[config.mk]
export PLATFORM = sky130hd
export DESIGN_NAME = pulse_timer_flat
export DESIGN_NICKNAME = d
export VERILOG_FILES = /design/src/rtl/pulse_timer_if.sv /design/src/rtl/pulse_timer.sv /design/src/flat_wrapper.sv
export SDC_FILE = /design/constraint.sdc
export NUM_CORES = 1
export LEC_CHECK = 0
export BUFFER_PORTS_ARGS = -buffer_cell sky130_fd_sc_hd__clkbuf_2
export CAP_MARGIN = 20
export CORE_MARGIN = 5
export CORE_UTILIZATION = 55
export CTS_CLUSTER_DIAMETER = 80
export CTS_CLUSTER_SIZE = 28
export DETAILED_ROUTE_END_ITERATION = 6
export GPL_TIMING_DRIVEN = 0
export PLACE_DENSITY = 0.87
export SKIP_CTS_REPAIR_TIMING = 1
export SYNTH_ARGS = -nofsm -noshare
export SYNTH_HDL_FRONTEND = slang
export SYNTH_SLANG_ARGS = --single-unit
[constraint.sdc]
create_clock -name clk -period 7.8 [get_ports clk]
set_clock_uncertainty 0.05 [all_clocks]
set_input_delay 0 -clock clk [delete_from_list [all_inputs] [get_ports clk]]
set_output_delay 0 -clock clk [all_outputs]
set_load 0.01 [all_outputs]
[src/rtl/pulse_timer_if.sv]
// Control/status bundle for pulse_timer: the master drives the controls, the slave
// (timer) returns the tick, busy flag, pulse count and active period.
interface pulse_timer_if #(
    parameter int unsigned CNT_W  = 27,
    parameter int unsigned PCNT_W = 8
) ();
    logic              en;
    logic              mode;
    logic              start;
    logic              period_ld;
    logic [CNT_W-1:0]  period_in;
    logic              pulse;
    logic              busy;
    logic [PCNT_W-1:0] pulse_cnt;
    logic [CNT_W-1:0]  period_q;

    modport master (
        output en, mode, start, period_ld, period_in,
        input  pulse, busy, pulse_cnt, period_q
    );

    modport slave (
        input  en, mode, start, period_ld, period_in,
        output pulse, busy, pulse_cnt, period_q
    );
endinterface

[src/rtl/pulse_timer.sv]
// Periodic / one-shot tick generator with a shadowed, run-time programmable period
// and a wrap-around count of emitted pulses.
module pulse_timer #(
    parameter int unsigned CNT_W          = 27,
    parameter int unsigned DEFAULT_PERIOD = 100_000_000,
    parameter int unsigned PCNT_W         = 8
) (
    input logic          clk,
    input logic          rst_n,
    pulse_timer_if.slave bus
);

    typedef enum logic [0:0] {StIdle, StRun} state_e;

    localparam int unsigned      DefPeff   = (DEFAULT_PERIOD == 0) ? 1 : DEFAULT_PERIOD;
    localparam logic [CNT_W-1:0] DefPeriod = CNT_W'(DEFAULT_PERIOD);
    localparam logic [CNT_W-1:0] DefCnt    = CNT_W'(DefPeff - 1);

    logic [CNT_W-1:0]  shadow_q, shadow_d;
    logic [CNT_W-1:0]  active_q, active_d;
    logic [CNT_W-1:0]  cnt_q, cnt_d;
    logic              pulse_q, pulse_d;
    logic [PCNT_W-1:0] pcnt_q, pcnt_d;
    logic              mode_q;
    state_e            state_q, state_d;

    // Reload value P-1, with a programmed period of 0 behaving as 1.
    function automatic logic [CNT_W-1:0] peff_m1(input logic [CNT_W-1:0] p);
        return (p == '0) ? '0 : p - CNT_W'(1);
    endfunction

    always_comb begin
        // shadow_d doubles as the start source: it bypasses a same-cycle period load.
        shadow_d = bus.period_ld ? bus.period_in : shadow_q;
        active_d = active_q;
        cnt_d    = cnt_q;
        pulse_d  = 1'b0;
        pcnt_d   = pcnt_q;
        state_d  = state_q;

        if (bus.mode != mode_q) begin
            state_d  = StIdle;
            active_d = shadow_q;
            cnt_d    = peff_m1(shadow_q);
        end else if (!mode_q) begin
            state_d = StIdle;
            if (!bus.en) begin
                active_d = shadow_q;
            end else if (bus.start) begin
                active_d = shadow_d;
                cnt_d    = peff_m1(shadow_d);
            end else if (cnt_q == '0) begin
                active_d = shadow_q;
                cnt_d    = peff_m1(shadow_q);
                pulse_d  = 1'b1;
                pcnt_d   = pcnt_q + PCNT_W'(1);
            end else begin
                cnt_d = cnt_q - CNT_W'(1);
            end
        end else begin
            unique case (state_q)
                StIdle: begin
                    active_d = shadow_q;
                    cnt_d    = peff_m1(shadow_q);
                    if (bus.en && bus.start) begin
                        state_d  = StRun;
                        active_d = shadow_d;
                        cnt_d    = peff_m1(shadow_d);
                    end
                end
                StRun: begin
                    if (bus.en) begin
                        if (bus.start) begin
                            active_d = shadow_d;
                            cnt_d    = peff_m1(shadow_d);
                        end else if (cnt_q == '0) begin
                            state_d  = StIdle;
                            active_d = shadow_q;
                            cnt_d    = peff_m1(shadow_q);
                            pulse_d  = 1'b1;
                            pcnt_d   = pcnt_q + PCNT_W'(1);
                        end else begin
                            cnt_d = cnt_q - CNT_W'(1);
                        end
                    end
                end
                default: state_d = StIdle;
            endcase
        end
    end

    always_ff @(posedge clk or negedge rst_n) begin
        if (!rst_n) begin
            shadow_q <= DefPeriod;
            active_q <= DefPeriod;
            cnt_q    <= DefCnt;
            pulse_q  <= 1'b0;
            pcnt_q   <= '0;
            mode_q   <= 1'b0;
            state_q  <= StIdle;
        end else begin
            shadow_q <= shadow_d;
            active_q <= active_d;
            cnt_q    <= cnt_d;
            pulse_q  <= pulse_d;
            pcnt_q   <= pcnt_d;
            mode_q   <= bus.mode;
            state_q  <= state_d;
        end
    end

    assign bus.pulse     = pulse_q;
    assign bus.busy      = (state_q == StRun);
    assign bus.pulse_cnt = pcnt_q;
    assign bus.period_q  = active_q;

endmodule
[src/flat_wrapper.sv]
// flat-port wrapper written by rule: the top's interface ports become plain ports
module pulse_timer_flat 
#(
    parameter int unsigned CNT_W          = 27,
    parameter int unsigned DEFAULT_PERIOD = 100_000_000,
    parameter int unsigned PCNT_W         = 8
)
  (clk, rst_n, bus_en, bus_mode, bus_start, bus_period_ld, bus_period_in, bus_pulse, bus_busy, bus_pulse_cnt, bus_period_q);
  pulse_timer_if #(.CNT_W(CNT_W), .PCNT_W(PCNT_W)) bus_i ();
  input logic clk;
  input logic rst_n;
  input wire logic [$bits(bus_i.en)-1:0] bus_en;
  input wire logic [$bits(bus_i.mode)-1:0] bus_mode;
  input wire logic [$bits(bus_i.start)-1:0] bus_start;
  input wire logic [$bits(bus_i.period_ld)-1:0] bus_period_ld;
  input wire logic [$bits(bus_i.period_in)-1:0] bus_period_in;
  output wire logic [$bits(bus_i.pulse)-1:0] bus_pulse;
  output wire logic [$bits(bus_i.busy)-1:0] bus_busy;
  output wire logic [$bits(bus_i.pulse_cnt)-1:0] bus_pulse_cnt;
  output wire logic [$bits(bus_i.period_q)-1:0] bus_period_q;
  assign bus_i.en = bus_en;
  assign bus_i.mode = bus_mode;
  assign bus_i.start = bus_start;
  assign bus_i.period_ld = bus_period_ld;
  assign bus_i.period_in = bus_period_in;
  assign bus_pulse = bus_i.pulse;
  assign bus_busy = bus_i.busy;
  assign bus_pulse_cnt = bus_i.pulse_cnt;
  assign bus_period_q = bus_i.period_q;
  pulse_timer #(.CNT_W(CNT_W), .DEFAULT_PERIOD(DEFAULT_PERIOD), .PCNT_W(PCNT_W)) u_core (.clk(clk), .rst_n(rst_n), .bus(bus_i));
endmodule
==> impl_metrics.json <==
{
  "row_count": 41,
  "dp_hpwl_um": 19500,
  "wl_met2_um": 11100,
  "multi_input_area_um2": 4320,
  "whs_ns": -0.0286,
  "grt_antenna_before_repair": 1,
  "crit_buf_inv": 5,
  "final_cell_mix": "nor2_1, nand2_1, clkbuf_2",
  "die_w_um": 123,
  "dpl_cell_area_um2": 7640,
  "hold_class": "input pin to flip-flop",
  "syn_inst": 860,
  "p_total_w": 0.00148,
  "finalSetupTns_ns": 0,
  "hold_viol": 4,
  "ys_warn_count": 0,
  "nFillCells": 1119,
  "syn_area_um2": 7050,
  "p_comb_share_pct": 27.7,
  "crit_top_cell": "buf_2",
  "power.switching_w": 0.000528,
  "vias": 7697,
  "cts_sinks": 92,
  "first_global_vias": 7082,
  "vias_per_cell": 6.84,
  "drive_gt1_share_pct": 20.5,
  "clkLatencyLatePin_ns": 0.36,
  "final_cell_area_um2": 8000,
  "htreeDepth": 3,
  "period_share_pct": 53.0,
  "crit_fanout": 10,
  "setup_violations": 0,
  "nNetsFinal": 986,
  "switching_share_pct": 35.7,
  "p_leak_nw": 3.14,
  "path_cells": "clkbuf_2, buf_2, buf_2, buf_1, mux2i_1, ha_1, o211ai_1, nor4b_4, a31oi_1, buf_2, o21ai_0, o221ai_1",
  "cts_tree": "built",
  "synth-seq-cells": 92,
  "met1_length_um": 10200,
  "slew_viol_final": 0,
  "mostFrequentLayoutCell": "nor2_1",
  "die_h_um": 123,
  "required_ns": 7.96,
  "grt_pass1_wl_um": 39500,
  "cts_root_buf": "clkbuf_16",
  "slowest_stage": "nor4b_4",
  "crit_family": "buffers and inverters",
  "numCtsBuffers": 9,
  "cts.clk_slew.worst_paths_ns": 0.07,
  "cp-start-kind": "input pin",
  "powerDensity_nw_per_um2": 185,
  "grt_max_degree": 49,
  "status": "finished, violations left",
  "syn_avg_cell_area_um2": 8.20,
  "dr.max_layer_used": "met4",
  "critPathKind": "input pin to flip-flop",
  "cts_buffer_depth": 2,
  "fmax_mhz": 242,
  "synth_ff_type": "dfrtp_1",
  "ys_async_sr_fraction_pct": 100,
  "drtIter0Drc": 1094,
  "pwr-share-clk_pct": 29.3,
  "finalWirelength_um": 25800,
  "wire_per_inst_um": 22.9,
  "synth_edf_count": 0,
  "fin_crit_ns": 4.14,
  "initial_utilization_pct": 56.1,
  "yosysSeqAreaShare_pct": 33.4,
  "p_int_w": 0.000951,
  "dr.pass1.iters": 6,
  "max_slew_margin_pct": 34.1,
  "placeableCoreArea_um2": 12600,
  "synth_cell_types": 71,
  "cp-end-kind": "flip-flop",
  "grt_overflow": 0,
  "portBuffers": 69,
  "peakVddDrop_v": 0.000111,
  "maxCapViolations": 0,
  "violations": "hold timing",
  "gp_congestion": 1.05,
  "io_pins": 70,
  "drc": 0,
  "antenna_left": 0,
  "synth_nets": 898,
  "max_stage_delay_ns": 0.69,
  "tightest_slew_ns": 0.983,
  "areaGrowthSynthToFinish_pct": 13.5,
  "track_usage_pct": 34.2,
  "grt_setup_unrepaired": "false",
  "dieArea_um2": 15200,
  "wl_met3_um": 3040,
  "pwr-share-seq_pct": 43.0,
  "ff_latch_area_um2": 2360,
  "crit_arrival_ns": 4.29
}
## worst register-to-register path, delay by kind of cell (launching register included)
family                     cells  cell delay (ns)
and+or+nand+nor                2             0.71
AOI/OAI and AO/OA              4             1.34
adders and majority gates      1             0.14
buffers and inverters          3             0.87
DFF                            1             0.39
## synth_stat cells (3+ instances only)
library cell | number | area, um2
a211oi_1 | 19 | 143
o221a_2 | 11 | 124
a31o_2 | 9 | 78.8
o21ai_0 | 57 | 285
and4_1 | 3 | 26.3
xnor2_1 | 33 | 289
or3b_2 | 3 | 26.3
a211o_1 | 6 | 52.6
nand3b_1 | 3 | 22.5
nand4_1 | 10 | 62.6
ha_1 | 5 | 62.6
nor4_1 | 19 | 119
nand2_1 | 71 | 267
xor2_1 | 13 | 114
o31ai_1 | 3 | 22.5
nor4b_1 | 7 | 61.3
or2_2 | 8 | 50.1
a2bb2oi_1 | 4 | 35.0
and3_1 | 5 | 31.3
o21a_1 | 5 | 37.5
or4_1 | 8 | 60.1
inv_1 | 30 | 113
dfrtp_1 | 49 | 1230
buf_2 | 11 | 55.1
o211ai_1 | 23 | 173
mux2_2 | 13 | 146
o221ai_1 | 8 | 70.1
nand4b_1 | 3 | 26.3
a21oi_1 | 48 | 240
a31oi_1 | 8 | 50.1
nor3_1 | 51 | 255
nor2_1 | 84 | 315
dfstp_2 | 43 | 1130
o22ai_1 | 12 | 75.1
nor3b_1 | 6 | 45.0
mux2i_1 | 20 | 200
buf_1 | 7 | 26.3
a21o_1 | 7 | 52.6
a22oi_1 | 6 | 45.0
clkbuf_1 | 43 | 161
and2_1 | 3 | 18.8
nand3_1 | 16 | 80.1
a221oi_1 | 11 | 96.3
or3_1 | 17 | 106
o32a_1 | 3 | 30.0
## per-layer routing
metal	GRT usage, %	vias up
met5	0	-
met2	49.0	585
met4	19.8	0
li1	-	3416
met3	7.55	114
met1	47.3	3582
## power by group through the flow
stage	registers, W	clock network [W]	logic, W
after floorplan	0.000629	0	0.000253
after global placement	0.000636	0	0.000387
after detailed placement	0.000639	0	0.000393
after CTS	0.000631	0.000433	0.000396
after global routing	0.000642	0.000453	0.000442
final	0.000635	0.000434	0.000410
## registers in the layout, summed over array words and instances, names as in the netlist
signal and flops:
u_core.bus.period_q 27, u_core.shadow_q 27, u_core.bus.pulse_cnt 8, u_core.bus.busy 1
u_core.bus.pulse 1, u_core.cnt_q 27, u_core.mode_q 1
## cell type report
type / instances / share of cell area (%)
clock inverters: 5 / 0.438
well taps: 172 / 2.69
repair buffers: 77 / 5.57
multi-input cells: 674 / 54.0
inverters: 31 / 1.45
clock buffers: 11 / 3.16
diodes: 1 / 0.0313
plain buffers: 63 / 3.22
flip-flops and latches: 92 / 29.4
## path summary, 6_finish.rpt
check,start,end,slack [ns],cells past startpoint
max in group asynchronous,rst_n,u_core.shadow_q[8],6.77,3
max,bus_period_ld,u_core.cnt_q[8],3.66,12
max reg2reg,u_core.cnt_q[0],u_core.cnt_q[10],4.14,10
min reg2reg,u_core.bus.pulse_cnt[7],u_core.bus.pulse_cnt[7],0.42,1
min in group asynchronous,rst_n,u_core.cnt_q[11],0.23,2
min,bus_period_in[11],u_core.shadow_q[11],-0.03,3
## cells by family (layout without fill, tap and decap cells)
group                      after synthesis  after routing  synth area share (%)
xor gates and xnor gates                46             46                  5.72
other                                    0              1                     0
muxes                                   33             33                  4.92
buffers and inverters                   94            187                  5.31
DFF                                     92             92                  33.4
and+or+nand+nor                        329            329                  24.2
adders and majority gates                5              5                 0.887
AOI/OAI and AO/OA                      261            261                  25.6
## stage by stage
step	hold WS (ns)	setup slack [ns]	util, %	instances
finish	-0.0286	3.66	63.7	1126
global route	0.00166	3.43	63.6	1125
floorplan	-0.346	4.84	-	860
global placement	0.0725	3.47	60.5	1101
CTS	-0.327	3.83	63.1	1118
detailed placement	0.0430	3.48	60.8	1102
Note: power is estimated with default switching activity, not from simulation.
